--- src/rtl/prog_divider.sv ---
// Runtime-programmable tick / square-wave divider. A loaded period waits for the
// next period boundary (terminal count, sync restart or disabled edge) before use.
module prog_divider #(
    parameter int          WIDTH       = 26,
    parameter int unsigned DEFAULT_DIV = 50000000
) (
    input  logic             iClk,
    input  logic             iRst,
    input  logic             iEn,
    input  logic             iSync,
    input  logic             iLoad,
    input  logic [WIDTH-1:0] iDiv,
    output logic             oTick,
    output logic             oSquare,
    output logic             oPending,
    output logic [WIDTH-1:0] oCount
);

    localparam logic [WIDTH-1:0] ONE   = WIDTH'(1);
    localparam logic [WIDTH-1:0] P_RST = (DEFAULT_DIV == 0) ? ONE : WIDTH'(DEFAULT_DIV);

    logic [WIDTH-1:0] period_q, period_d;
    logic [WIDTH-1:0] pend_val_q, pend_val_d;
    logic [WIDTH-1:0] count_q, count_d;
    logic             pend_q, pend_d;
    logic             tick_q, tick_d;
    logic             square_q, square_d;

    logic [WIDTH-1:0] div_eff;
    logic             terminal;
    logic             boundary;

    assign div_eff  = (iDiv == '0) ? ONE : iDiv;
    // Greater-or-equal so a counter stranded above a shrunken period still terminates.
    assign terminal = (count_q >= (period_q - ONE));
    assign boundary = iSync | ~iEn | terminal;

    always_comb begin
        count_d  = count_q;
        tick_d   = 1'b0;
        square_d = square_q;
        if (iSync) begin
            count_d  = '0;
            square_d = 1'b0;
        end else if (iEn) begin
            if (terminal) begin
                count_d  = '0;
                tick_d   = 1'b1;
                square_d = ~square_q;
            end else begin
                count_d  = count_q + ONE;
            end
        end
    end

    // A load arriving on a boundary edge goes straight to the period register.
    always_comb begin
        period_d   = period_q;
        pend_val_d = pend_val_q;
        pend_d     = pend_q;
        if (boundary && pend_q) begin
            period_d = pend_val_q;
            pend_d   = 1'b0;
        end
        if (iLoad) begin
            if (boundary) begin
                period_d = div_eff;
                pend_d   = 1'b0;
            end else begin
                pend_val_d = div_eff;
                pend_d     = 1'b1;
            end
        end
    end

    always_ff @(posedge iClk or posedge iRst) begin
        if (iRst) begin
            period_q   <= P_RST;
            pend_val_q <= '0;
            pend_q     <= 1'b0;
            count_q    <= '0;
            tick_q     <= 1'b0;
            square_q   <= 1'b0;
        end else begin
            period_q   <= period_d;
            pend_val_q <= pend_val_d;
            pend_q     <= pend_d;
            count_q    <= count_d;
            tick_q     <= tick_d;
            square_q   <= square_d;
        end
    end

    assign oTick    = tick_q;
    assign oSquare  = square_q;
    assign oPending = pend_q;
    assign oCount   = count_q;

endmodule

--- config.mk ---
export PLATFORM = sky130hd
export DESIGN_NAME = prog_divider
export DESIGN_NICKNAME = d
export VERILOG_FILES = /design/src/rtl/prog_divider.sv
export SDC_FILE = /design/constraint.sdc
export NUM_CORES = 1
export LEC_CHECK = 0
export ABC_AREA = 1
export CORE_MARGIN = 3
export CORE_UTILIZATION = 30
export CTS_CLUSTER_SIZE = 16
export DETAILED_ROUTE_END_ITERATION = 8
export SLEW_MARGIN = 20
export SYNTH_ARGS = -nofsm -noshare
export SYNTH_HDL_FRONTEND = slang
export SYNTH_SLANG_ARGS = --single-unit
export TNS_END_PERCENT = 100
--- constraint.sdc ---
create_clock -name iClk -period 5.7 [get_ports iClk]
set_clock_uncertainty 0.2 [all_clocks]
set_input_delay 1.14 -clock iClk [delete_from_list [all_inputs] [get_ports iClk]]
set_output_delay 1.14 -clock iClk [all_outputs]
set_load 0.05 [all_outputs]
==> metrics.txt <==
PD cells 237 mW/mm²; sequential fraction of the synthesis area 35.6%; die height 144 µm; Post-DRT Antenna Nets 0; Synth Flop Type dfrtp_1; RSZ-0062 raised after global routing false; core area 0.0184 mm²; Area growth syn-to-layout 17.2%; CP Max Fanout 52; Power Internal 0.00107 W; worst min path class reg -> reg; post-CTS sizing 0; Setup Buffers After CTS 0; Met1 Routed Length 7240 µm; Clk pwr share 34.4%; HPWL Detailed 10700 µm; Peak Freq 0.213 GHz; Slew Limit Fails 0; final hold slack 0.342 ns; port buffer count 59; max cap viols 0; initial antenna violation count 0; WL/cell 13.6 µm; relative slew slack 32.4%; vias per cell 4.73; largest net degree at the start of global routing 53; All-Layer GR Usage 14.6%; CTS max path bufs 2; Clock Sinks 81; mean area per synthesized cell 7.39 µm²; part of the power in registers 43.2%; # rows 49; fillcell total 1949; clk slew on worst S/H paths 0.06 ns; H-Tree Depth 3; TritonCTS Buffers 9; clk root buf clkbuf_16; Setup crit end kind flop; top-count cell post-synth nand2_1; WL final 14400 µm; final instance area 0.00673 mm²; Comb power frac 22.4%; Worst EP required 5.70 ns; routed wl met2 6300 µm; EDFF count, synth 0; layout cells sized above 1 10.9%; CTS tree yes; Synth Net Count 836; P_sw 0.000529 W; DR iter-0 viols 385; top cell type by total area after synthesis dfrtp_1; final hold viol count 0; DRT Pass-1 Iters 5; first-pass GRT wire length 24200 µm; register bit total from synthesis 81; number of global-route vias before repair 4803; uppermost layer routed met4; gr ovfl total 0; leakage power total 3.21 nW; Cells after Synth 777; Area contributors post-synth dfrtp_1 30%, nand2_1 13%, nand3_1 7.8%; Max IR drop VDD 0.164 mV; Starting Density 31.2%; routability cong. 0.816; die width 144 µm; startpoint types flop; DP Area 0.00646 mm²; sw frac 33.1%; setup TNS 0 ns; post-synthesis cell type count 39; # diodes 0; clk_lat worst skew 0.35 ns; CP Class reg -> reg; critical path arrival 4.69 ns; cts hold-fix bufs 0; Die ar. 0.0208 mm²; Syn Std Cell Area 0.00574 mm²; setup violators final 0; Slew @ Worst Pin 1.01 ns; DR vias 5023; Period minus WS final 4.70 ns; Post-route DRC 0; met3 wire len 648 µm; io pins 60; Synth warnings 0; period utilization 82.4%; asr flop ratio synth 100%; Post-synth top cells 203 x nand2_1, 115 x inv_1, 90 x nand3_1; share of the synthesized area in the top cell type 30.1%; status finished, final reports clean; Layout Nets 886
-- power groups by stage --
stage | registers, W | logic [W] | clock network [W]
2_1_floorplan | 0.000710 | 0.000242 | 0
3_3_place_gp | 0.000700 | 0.000354 | 0
3_5_place_dp | 0.000701 | 0.000360 | 0
4_1_cts | 0.000691 | 0.000361 | 0.000565
5_1_grt | 0.000700 | 0.000413 | 0.000584
6_report | 0.000691 | 0.000358 | 0.000550
-- stage by stage --
stage | utilization, % | power (W) | instances | setup WS (ns)
2_1_floorplan | - | 0.000953 | 777 | 2.30
3_3_place_gp | 35.1 | 0.00105 | 1045 | 1.07
3_5_place_dp | 35.1 | 0.00106 | 1045 | 0.973
4_1_cts | 36.6 | 0.00162 | 1061 | 0.962
5_1_grt | 36.6 | 0.00170 | 1061 | 0.404
6_report | 36.6 | 0.00160 | 1061 | 1.00
-- registers in the layout, summed over array words and instances (netlist names) --
register    cells
oCount         26
oPending        1
oSquare         1
oTick           1
pend_val_q     26
period_q       26
-- layout make-up --
cell class | count | area (µm²) | area share [%]
clock buffers | 10 | 229 | 3.40
flip-flops and latches | 81 | 2040 | 30.3
multi-input cells | 544 | 3030 | 45.0
repair buffers | 64 | 623 | 9.25
well taps | 229 | 287 | 4.26
clock inverters | 6 | 42.5 | 0.632
inverters | 127 | 478 | 7.10
-- per-layer routing --
metal,up-vias,GRT usage (%)
met5,-,0
met4,0,4.27
met3,16,3.11
met2,102,22.5
met1,2312,20.6
li1,2593,-
-- cell usage in the layout (no fill, tap or decap), types with 3 or more instances in the layout --
master / count
o21ai_0: 32
nor3_2: 4
inv_2: 11
dfstp_2: 12
a21oi_1: 10
clkbuf_16: 9
nor4_1: 10
nand2_1: 203
dfrtp_1: 69
nand3_2: 19
a31oi_1: 3
xor2_1: 33
buf_4: 5
clkinv_2: 3
nor2_1: 43
o22ai_1: 6
nand4_1: 12
nand3_1: 90
nor2_2: 7
nor2_4: 6
ha_1: 28
clkdlybuf4s50_1: 58
xnor2_1: 3
inv_1: 114
nor3_1: 5
o21ai_1: 14
nand2_2: 4
-- critical path, stage by stage, from the launching register on --
cell and delay [ns]:
dfrtp_1 0.36, inv_1 0.13, ha_1 0.21, nand2_1 0.09, nor2_2 0.13, nand2_1 0.11, nor3_2 0.11, nand3_1 0.19
nor3_2 0.22, nand2_1 0.09, xor2_1 0.15, inv_1 0.06, ha_1 0.27, nand2_1 0.08, inv_2 0.04, nand2_4 0.07
inv_2 0.03, nand2_1 0.05, nand2_1 0.08, nor2_4 0.15, nand4_4 0.55, nor2_4 0.98, o21ai_0 0.18
-- cells by family (layout without fill, tap and decap cells) --
logic type / after synthesis / after routing / synth area share, %
AO/OA/AOI/OAI: 71 / 71 / 6.82
XOR/XNOR: 36 / 36 / 5.49
adder cells (fa/ha/maj): 28 / 28 / 6.10
buffers and inverters: 152 / 207 / 11.7
flip-flops: 81 / 81 / 35.6
AND/OR/NAND/NOR: 409 / 409 / 34.4
-- path summary, 6_finish.rpt --
| path | start | to | slack [ns] | depth (start not counted) |
|---|---|---|---|---|
| setup / recovery | period_q[0] | pend_val_q[3] | 1.00 | 22 |
| hold / removal | pend_val_q[8] | pend_val_q[8] | 0.34 | 2 |
| setup reg to reg | period_q[0] | pend_val_q[3] | 1.00 | 22 |
| hold reg to reg | pend_val_q[8] | pend_val_q[8] | 0.34 | 2 |
| max in group asynchronous | iRst | period_q[21] | 3.26 | 3 |
| min in group asynchronous | iRst | period_q[1] | 1.05 | 2 |
No activity file was read; power rests on OpenSTA's default activity.
